===== src/rtl/matmul_8x8_c_writeback.sv =====
// ---------------------------------------------------------------------------
// matmul_8x8_c_writeback
//
// Write-back stage for the right-column C outputs of the 8x8 systolic matmul.
// Rows from tile 0_1 and tile 1_1 are each buffered in a small FIFO and then
// serialized, round-robin, onto the single C memory write port. Memory
// back-pressure is absorbed by the FIFOs. A one-cycle done pulse is produced
// once TOTAL_ROWS rows have been written and both FIFOs are empty.
//
// Ports:
//   clk, reset            clock, asynchronous active-high reset
//   start_wb              one-cycle pulse arming the block for a new result
//   done_mat_mul          compute-done indication from the array
//   c_data/addr/available row stream from tile 0_1 and from tile 1_1
//   c_mem_wr_en/addr/wdata write request towards the C memory
//   c_mem_ready           memory accepts the write this cycle
//   wb_busy               high while ACTIVE or DRAIN
//   wb_done               one-cycle completion pulse
//   wb_overflow           sticky, a captured row was dropped
//   rows_written          accepted writes since start_wb (saturates at 15)
// ---------------------------------------------------------------------------
module matmul_8x8_c_writeback #(
  parameter int DWIDTH          = 8,
  parameter int AWIDTH          = 11,
  parameter int BB_MAT_MUL_SIZE = 4,
  parameter int FIFO_DEPTH      = 4,
  parameter int TOTAL_ROWS      = 8
) (
  input  logic                              clk,
  input  logic                              reset,
  input  logic                              start_wb,
  input  logic                              done_mat_mul,
  input  logic [BB_MAT_MUL_SIZE*DWIDTH-1:0] c_data_0_1,
  input  logic [AWIDTH-1:0]                 c_addr_0_1,
  input  logic                              c_data_0_1_available,
  input  logic [BB_MAT_MUL_SIZE*DWIDTH-1:0] c_data_1_1,
  input  logic [AWIDTH-1:0]                 c_addr_1_1,
  input  logic                              c_data_1_1_available,
  output logic                              c_mem_wr_en,
  output logic [AWIDTH-1:0]                 c_mem_addr,
  output logic [BB_MAT_MUL_SIZE*DWIDTH-1:0] c_mem_wdata,
  input  logic                              c_mem_ready,
  output logic                              wb_busy,
  output logic                              wb_done,
  output logic                              wb_overflow,
  output logic [3:0]                        rows_written
);

  localparam int ROW_W = BB_MAT_MUL_SIZE * DWIDTH;
  localparam int ENT_W = AWIDTH + ROW_W;
  localparam int PTR_W = $clog2(FIFO_DEPTH);
  localparam int CNT_W = PTR_W + 1;

  typedef enum logic [1:0] {
    S_IDLE   = 2'd0,
    S_ACTIVE = 2'd1,
    S_DRAIN  = 2'd2,
    S_DONE   = 2'd3
  } state_t;

  state_t state_q, state_d;

  // Per-tile FIFO storage and bookkeeping; index 0 is tile 0_1, 1 is tile 1_1.
  logic [ENT_W-1:0] fifo_mem [2][FIFO_DEPTH];
  logic [PTR_W-1:0] rd_ptr_q [2];
  logic [PTR_W-1:0] wr_ptr_q [2];
  logic [CNT_W-1:0] count_q  [2];
  logic [ENT_W-1:0] in_word  [2];

  logic [1:0] avail, empty, full, push, pop;
  logic       capture_en, issue_en, drop_any;
  logic       sel, wr_en, accept, all_done, clear_run;
  logic       rr_q, pending_q, lock_q;
  logic       overflow_q, done_seen_q;
  logic [3:0] rows_q;
  logic [ENT_W-1:0] head;

  assign avail      = {c_data_1_1_available, c_data_0_1_available};
  assign in_word[0] = {c_addr_0_1, c_data_0_1};
  assign in_word[1] = {c_addr_1_1, c_data_1_1};

  assign capture_en = (state_q != S_IDLE);
  assign issue_en   = (state_q == S_ACTIVE) || (state_q == S_DRAIN);
  assign clear_run  = (state_q == S_IDLE) && start_wb;

  // NOTE: every signal written in an always_comb gets a value on every path
  // (defaults first or full coverage) so no latch is inferred.
  always_comb begin
    empty = '0;
    full  = '0;
    for (int i = 0; i < 2; i++) begin
      empty[i] = (count_q[i] == '0);
      full[i]  = (count_q[i] == CNT_W'(FIFO_DEPTH));
    end
  end

  // While a request is stalled the chosen FIFO is locked so that address,
  // data and wr_en stay stable even if the other FIFO fills up meanwhile.
  always_comb begin
    sel = rr_q;
    if (pending_q)                 sel = lock_q;
    else if (!empty[0] && empty[1]) sel = 1'b0;
    else if (empty[0] && !empty[1]) sel = 1'b1;
  end

  assign head   = fifo_mem[sel][rd_ptr_q[sel]];
  assign wr_en  = issue_en && !empty[sel];
  assign accept = wr_en && c_mem_ready;

  // A push into a full FIFO still succeeds when the same FIFO pops this edge.
  always_comb begin
    pop      = '0;
    push     = '0;
    drop_any = 1'b0;
    for (int i = 0; i < 2; i++) begin
      pop[i]  = accept && (sel == 1'(i));
      push[i] = capture_en && avail[i] && (!full[i] || pop[i]);
      if (capture_en && avail[i] && full[i] && !pop[i]) drop_any = 1'b1;
    end
  end

  assign all_done = empty[0] && empty[1] && (rows_q == 4'(TOTAL_ROWS));

  // NOTE: FIFO storage has no reset; emptiness is carried by the reset
  // pointers and counts, so stale contents are never observed.
  always_ff @(posedge clk) begin
    for (int i = 0; i < 2; i++) begin
      if (push[i]) fifo_mem[i][wr_ptr_q[i]] <= in_word[i];
    end
  end

  // NOTE: sequential state uses non-blocking assignments only, so every
  // register samples pre-edge values regardless of statement order.
  always_ff @(posedge clk or posedge reset) begin
    if (reset) begin
      for (int i = 0; i < 2; i++) begin
        rd_ptr_q[i] <= '0;
        wr_ptr_q[i] <= '0;
        count_q[i]  <= '0;
      end
    end else begin
      for (int i = 0; i < 2; i++) begin
        if (push[i]) wr_ptr_q[i] <= wr_ptr_q[i] + PTR_W'(1);
        if (pop[i])  rd_ptr_q[i] <= rd_ptr_q[i] + PTR_W'(1);
        count_q[i] <= count_q[i] + CNT_W'(push[i]) - CNT_W'(pop[i]);
      end
    end
  end

  always_comb begin
    state_d = state_q;
    case (state_q)
      S_IDLE:   if (start_wb) state_d = S_ACTIVE;
      S_ACTIVE: begin
        if (all_done)                         state_d = S_DONE;
        else if (done_mat_mul || done_seen_q) state_d = S_DRAIN;
      end
      S_DRAIN:  if (all_done) state_d = S_DONE;
      S_DONE:   state_d = S_IDLE;
      default:  state_d = S_IDLE;
    endcase
  end

  always_ff @(posedge clk or posedge reset) begin
    if (reset) begin
      state_q     <= S_IDLE;
      rr_q        <= 1'b0;
      pending_q   <= 1'b0;
      lock_q      <= 1'b0;
      rows_q      <= '0;
      overflow_q  <= 1'b0;
      done_seen_q <= 1'b0;
    end else begin
      state_q   <= state_d;
      pending_q <= wr_en && !c_mem_ready;
      lock_q    <= sel;
      if (accept) rr_q <= ~rr_q;

      if (clear_run)                   rows_q <= '0;
      else if (accept && rows_q != 4'hF) rows_q <= rows_q + 4'd1;

      if (clear_run)     overflow_q <= 1'b0;
      else if (drop_any) overflow_q <= 1'b1;

      if (clear_run)                                 done_seen_q <= 1'b0;
      else if (state_q == S_ACTIVE && done_mat_mul) done_seen_q <= 1'b1;
    end
  end

  assign c_mem_wr_en  = wr_en;
  assign c_mem_addr   = wr_en ? head[ENT_W-1 -: AWIDTH] : '0;
  assign c_mem_wdata  = wr_en ? head[ROW_W-1:0]         : '0;
  assign wb_busy      = issue_en;
  assign wb_done      = (state_q == S_DONE);
  assign wb_overflow  = overflow_q;
  assign rows_written = rows_q;

endmodule


===== config.mk =====
export PLATFORM = sky130hd
export DESIGN_NAME = matmul_8x8_c_writeback
export DESIGN_NICKNAME = d
export VERILOG_FILES = /design/src/rtl/matmul_8x8_c_writeback.sv
export SDC_FILE = /design/constraint.sdc
export NUM_CORES = 1
export LEC_CHECK = 0
export ABC_AREA = 0
export CORE_MARGIN = 4
export CORE_UTILIZATION = 48
export CTS_CLUSTER_DIAMETER = 200
export DETAILED_ROUTE_END_ITERATION = 8
export PLACE_DENSITY = 0.69
export SLEW_MARGIN = 20
export SYNTH_ARGS = -nofsm -noshare
export SYNTH_HDL_FRONTEND = slang
export SYNTH_SLANG_ARGS = --single-unit

===== constraint.sdc =====
create_clock -name clk -period 6.92 [get_ports clk]
set_clock_uncertainty 0.2 [all_clocks]
set_input_delay 1.384 -clock clk [delete_from_list [all_inputs] [get_ports clk]]
set_output_delay 1.384 -clock clk [all_outputs]
set_load 0.05 [all_outputs]

======== Yosys cells after proc, flatten, opt, wreduce, memory -nomap -nowiden ========
Memories as Yosys holds them, arrays and structs flattened.
Index checks and enable logic that the tools add are counted.
word-level totals
  output and inout bits ................... 51
  memories kept ........................... 1
  bits in registers ....................... 25
  memory bits (writable) .................. 344
memory list
  name      depth  width  read ports  clocked after memory_dff  wr ports  RTL line  RTL
  fifo_mem  2      172    1           0                         2         64        logic [ENT_W-1:0] fifo_mem [2][FIFO_DEPTH];
cells by class
  equal/unequal tests ..................... 10
  muxes and demuxes ....................... 34
  reduce and logical (&&, ||, !) cells .... 42
  add/sub/neg operators ................... 9
  order comparisons ....................... 7
  bitwise operators ....................... 6
operator list
  cell                 number
  $mux 172             2
  $demux 43 s2         2
  $mux 43              4
  $bmux 43 s2          1
  $mux 32              1
  $logic_and 1x1->1    22
  $mux 2               7
  $mux 1               13
  $mux 11              1
  $ge 3x3->1 const B   3
  $not 2->3            3
  $add 2x1->2 const B  4
  $logic_not 1->1      8
  $mux 4               2
  $pmux 2 s4           1
  $reduce_bool 2->1    4
  $add 3x1->3          2
  $eq 3x3->1 const B   2
  $logic_not 3->1      2
  $lt 3x1->1 const B   2
  $sub 3x1->3          2
  $add 4x1->4 const B  1
  $eq 2x2->1 const B   2
  $eq 4x4->1 const B   1
  11 further kinds     16

======== Longest topological paths before layout ========
  word-level depth ........................ 18
  mapped depth ............................ 14

======== Worst setup path after synthesis ========
Ideal clock, no wire load.
  path kind ............................... input to register
  start point ............................. input port c_mem_ready
  end point ............................... memory fifo_mem[0][0] (netlist bit) (enable)
  required time ........................... 6,214 ps
  arrival time ............................ 5,106 ps
  stages on the path ...................... 5
  slack ................................... 1,108 ps
  cell sequence ........................... nand2_1 and3b_1 buf_2 a21oi_2 nor3b_1
RTL lines
  element             RTL line  RTL
  start: declaration  42        input logic c_mem_ready,
  end: declaration    64

======== Final worst setup path ========
  start point ............................. register count_q[4] (netlist bit)
  end point ............................... output port c_mem_addr[9]
between the ends
  word-level cells in the longest chain between the ends .. 14
  elaborated cells on any way between the ends .. 21
ends and longest elaborated chain
  element                                                      RTL line  RTL
  start: declaration                                           67        logic [CNT_W-1:0] count_q [2];
  start signal: indexed assignment                             145       count_q[i] <= count_q[i] + CNT_W'(push[i]) - CNT_W'(pop[i]);
  $logic_not 3->1 *                                            92        empty[i] = (count_q[i] == '0);
  $logic_and 1x1->1 / $logic_not 1->1 (equally long branches)  103, 102
  $mux 1 / $logic_and 1x1->1 (equally long branches)           103, 102
  $mux 1                                                       102       else if (!empty[0] && empty[1]) sel = 1'b0;
  $mux 1                                                       101       if (pending_q) sel = lock_q;
  $not 1->2 (not written as such)                              106       assign head = fifo_mem[sel][rd_ptr_q[sel]];
  $mux 2 (not written as such) (3 in a row)                    106
  $not 2->3 (not written as such)                              106
  $bmux 43 s2                                                  106
  $mux 43 (not written as such) (2 in a row)                   106
  $mux 11 *                                                    191       assign c_mem_addr = wr_en ? head[ENT_W-1 -: AWIDTH] : '0;
  end: declaration                                             40        output logic [AWIDTH-1:0] c_mem_addr,
Mark *: on every way between the ends. The rest lies on a longest branch, timed or not. The select of a mux whose other input is x is not followed.

==> results_tabular.tex <==
\begin{tabular}{lr}
\hline
Metric & Value \\
\hline
\multicolumn{2}{l}{\textbf{Layout}} \\
Diode insertion count for antenna repair & 0 \\
Utilization after layout & 0.585 \\
Fill cell instance count of the final layout & 2287 \\
Final instance area & 17800 um\^{}2 \\
Fraction of final layout cells sized beyond drive strength 1 & 0.227 \\
Layout area overhead & 20.6\% \\
Net count reported at finish & 1042 \\
\multicolumn{2}{l}{\textbf{Floorplan}} \\
Number of top-level design ports & 144 \\
Number of rows created at floorplan & 64 \\
Die Width & 184 um \\
Die area & 33700 um\^{}2 \\
Initial standard-cell utilization of the core & 0.485 \\
Die Height & 184 um \\
Standard cell core area & 30500 um\^{}2 \\
\multicolumn{2}{l}{\textbf{Timing}} \\
Hold violation count in the final report & 0 \\
Max Slew Vio Count & 0 \\
Final setup viols & 0 \\
Post-route clock period utilization & 0.796 \\
Maximum clock rate & 0.181 GHz \\
Max transition margin & 0.344 \\
Post-layout minimum cycle time & 5.51 ns \\
Transition time at the pin with the least slew margin & 0.978 ns \\
Setup TNS & 0 ns \\
Worst hold-check slack & 0.294 ns \\
Unrepaired setup endpoints after global routing & no \\
\multicolumn{2}{l}{\textbf{Power}} \\
Overall Power & 9100 uW \\
Power density cells & 510 nW/um\^{}2 \\
P\_leak & 0.00591 uW \\
Max rail drop VDD & 0.000340 V \\
\multicolumn{2}{l}{\textbf{Synth}} \\
Share of the synthesized netlist area taken by xor and xnor gates & 0.00651 \\
Combinational family with the most area after synthesis & multiplexers \\
Post-synthesis simple-gate area fraction & 0.0516 \\
Synth area leaders & edfxtp\_1 70\%, mux4\_2 13\%, dfrtp\_1 4.2\% \\
Share of flip-flops with an asynchronous set or reset & 0.0678 \\
Most frequently used cell type in the post-synthesis netlist & edfxtp\_1 \\
Syn Std Cell Area & 14800 um\^{}2 \\
Area share of the leading cell type in the synthesized netlist & 0.698 \\
Most used DFF post-synth & edfxtp\_1 \\
Register bit count reported by yosys & 369 \\
Post-Synthesis Net Count & 879 \\
Biggest area consumer among synthesized cells & edfxtp\_1 \\
Share of synthesized area spent on multiplexers & 0.131 \\
Number of cells produced by synthesis & 766 \\
EDFF count, synth & 344 \\
Number of unique standard cell types used by synthesis & 48 \\
Total number of yosys warnings & 0 \\
Register area share after synthesis & 0.740 \\
Mean cell area of the mapped netlist & 19.3 um\^{}2 \\
Commonest cells in the netlist & 344 x edfxtp\_1, 86 x mux4\_2, 82 x nand2\_1 \\
Post-synthesis share of cell area spent on full adders, half adders and majority gates & 0.0179 \\
Compound-cell area share of the yosys netlist & 0.0331 \\
\multicolumn{2}{l}{\textbf{Placement}} \\
Final HPWL DP & 18700 um \\
Count of input and output buffers & 143 \\
Placer congestion estimate & 0.812 \\
Post-Place Cell Area & 16700 um\^{}2 \\
\multicolumn{2}{l}{\textbf{CTS}} \\
Skew-Pair Late Insertion Delay & 0.51 ns \\
Post-CTS Resized & 0 \\
Clock buffer count from CTS & 39 \\
Clock slew seen by the registers of the worst setup and hold paths & 0.06 ns \\
Total of hold buffers inserted after clock tree synthesis & 0 \\
Buffer cell driving the clock tree root & clkbuf\_16 \\
\# H-tree levels & 2 \\
Post-CTS Repair Setup Buffers & 0 \\
CTS max path bufs & 3 \\
CTS tree & built \\
Number of sinks handled by clock tree synthesis & 369 \\
\multicolumn{2}{l}{\textbf{GRT}} \\
Via count of the first global-routing pass & 8155 \\
Antenna violations before repair & 2 \\
Wire length of the first global-routing pass & 47500 um \\
Total routing resource utilization after global routing & 0.185 \\
Overflow left after global routing & 0 \\
Maximum number of pins on one net before global-route repair & 52 \\
\multicolumn{2}{l}{\textbf{Route}} \\
Average wire per cell in the routed design & 22.8 um \\
Via count of the routed design & 7522 \\
First drt pass iteration count & 5 \\
DR DRC count & 0 \\
Total wirelength of the detailed-routed design & 30900 um \\
Antenna violation net count after detailed routing & 0 \\
Drt first-iter violations & 458 \\
Via density & 5.56 \\
\multicolumn{2}{l}{\textbf{Setup path}} \\
Highest fanout seen on the critical path & 51 \\
Worst Path Required & 5.34 ns \\
Critical Setup Path Class & reg2out \\
Endpoint class of the critical path & primary output \\
Worst Path Arrival & 3.93 ns \\
Startpoint type of the worst setup path & flip-flop \\
\multicolumn{2}{l}{\textbf{Min path}} \\
Worst min-delay path category & reg2reg \\
\multicolumn{2}{l}{\textbf{Flow run}} \\
Max\_cap viols & 0 \\
\multicolumn{2}{l}{\textbf{Status}} \\
Outcome & finished clean \\
\hline
\end{tabular}
==> layout make-up <==
type                       instances  area [um^2]  share of cell area
tap                              396          495              0.0278
clock buffer                      53         1030              0.0577
sequential                       369        11000               0.615
inverter                          21         81.3             0.00456
multi-input combinational        338         3600               0.202
timing repair buffer             160         1560              0.0874
clock inverter                    17          106             0.00596
==> stage by stage <==
step	worst slack (ns)	cells
4_1_cts	1.38	1354
3_3_place_gp	1.92	1284
3_5_place_dp	1.91	1284
2_1_floorplan	1.11	766
5_1_grt	1.24	1354
6_report	1.41	1354
==> worst max-delay path: stages, from the launching register on <==
cell and delay, ns:
dfrtp_1 0.45, nor3_4 0.27, a21boi_2 0.09, o31a_4 0.55, inv_4 0.73, nand2_1 0.16, a21oi_1 0.22, clkdlybuf4s50_1 0.85
==> kinds of logic (layout without fill, tap and decap cells) <==
group / after synthesis / in the layout
and+or+nand+nor: 153 / 153
adders and majority gates: 20 / 20
AOI/OAI and AO/OA: 68 / 68
buffers and inverters: 59 / 251
xor gates and xnor gates: 11 / 11
muxes: 86 / 86
DFF: 369 / 369
==> layer usage <==
metal  wire length [um]  global-route usage  up-vias
met2              15600               0.317      232
met3               2000              0.0392       44
met1              12700               0.245     3893
met4                640              0.0438        4
met5                 26                   0        -
li1                   -                   -     3349
==> power by group <==
part	total, uW	internal [uW]	switching, uW
logic	3920	1450	2460
clock network	1880	1080	798
registers	3310	2940	371
total	9100	5470	3630
==> state kept, by name, indices dropped and copies added (netlist names) <==
register / cells
count_q: 6
done_seen_q: 1
fifo_mem: 344
lock_q: 1
pending_q: 1
rd_ptr_q: 4
rows_written: 4
rr_q: 1
state_q: 2
wb_overflow: 1
wr_ptr_q: 4
==> cell usage in the layout (no fill, tap or decap), drive strengths merged, types with 4 or more instances in the layout <==
| master | synthesis | layout |
|---|---|---|
| edfxtp | 344 | 344 |
| clkdlybuf4s50 | 0 | 143 |
| nand2 | 102 | 102 |
| mux4 | 86 | 86 |
| clkbuf | 13 | 53 |
| a21oi | 50 | 50 |
| dfrtp | 25 | 25 |
| inv | 21 | 21 |
| ha | 18 | 18 |
| buf | 25 | 17 |
| clkinv | 0 | 15 |
| nor2 | 13 | 13 |
| nor3b | 9 | 9 |
| xnor2 | 7 | 7 |
| nand3 | 7 | 7 |
| nor3 | 5 | 5 |
| xor2 | 4 | 4 |
==> final timing paths <==
path	depth (start not counted)	start	to	slack (ns)
max reg2reg	13	count_q[4]$_DFF_PP0_	count_q[2]$_DFF_PP0_	2.68
max in group asynchronous	2	reset	rd_ptr_q[2]$_DFFE_PP0N_	4.90
min reg2reg	2	done_seen_q$_DFFE_PP0P_	done_seen_q$_DFFE_PP0P_	0.29
min	2	done_seen_q$_DFFE_PP0P_	done_seen_q$_DFFE_PP0P_	0.29
max	7	count_q[4]$_DFF_PP0_	c_mem_addr[9]	1.41
min in group asynchronous	2	reset	count_q[0]$_DFF_PP0_	1.09
No activity file was read; power rests on OpenSTA's default activity.
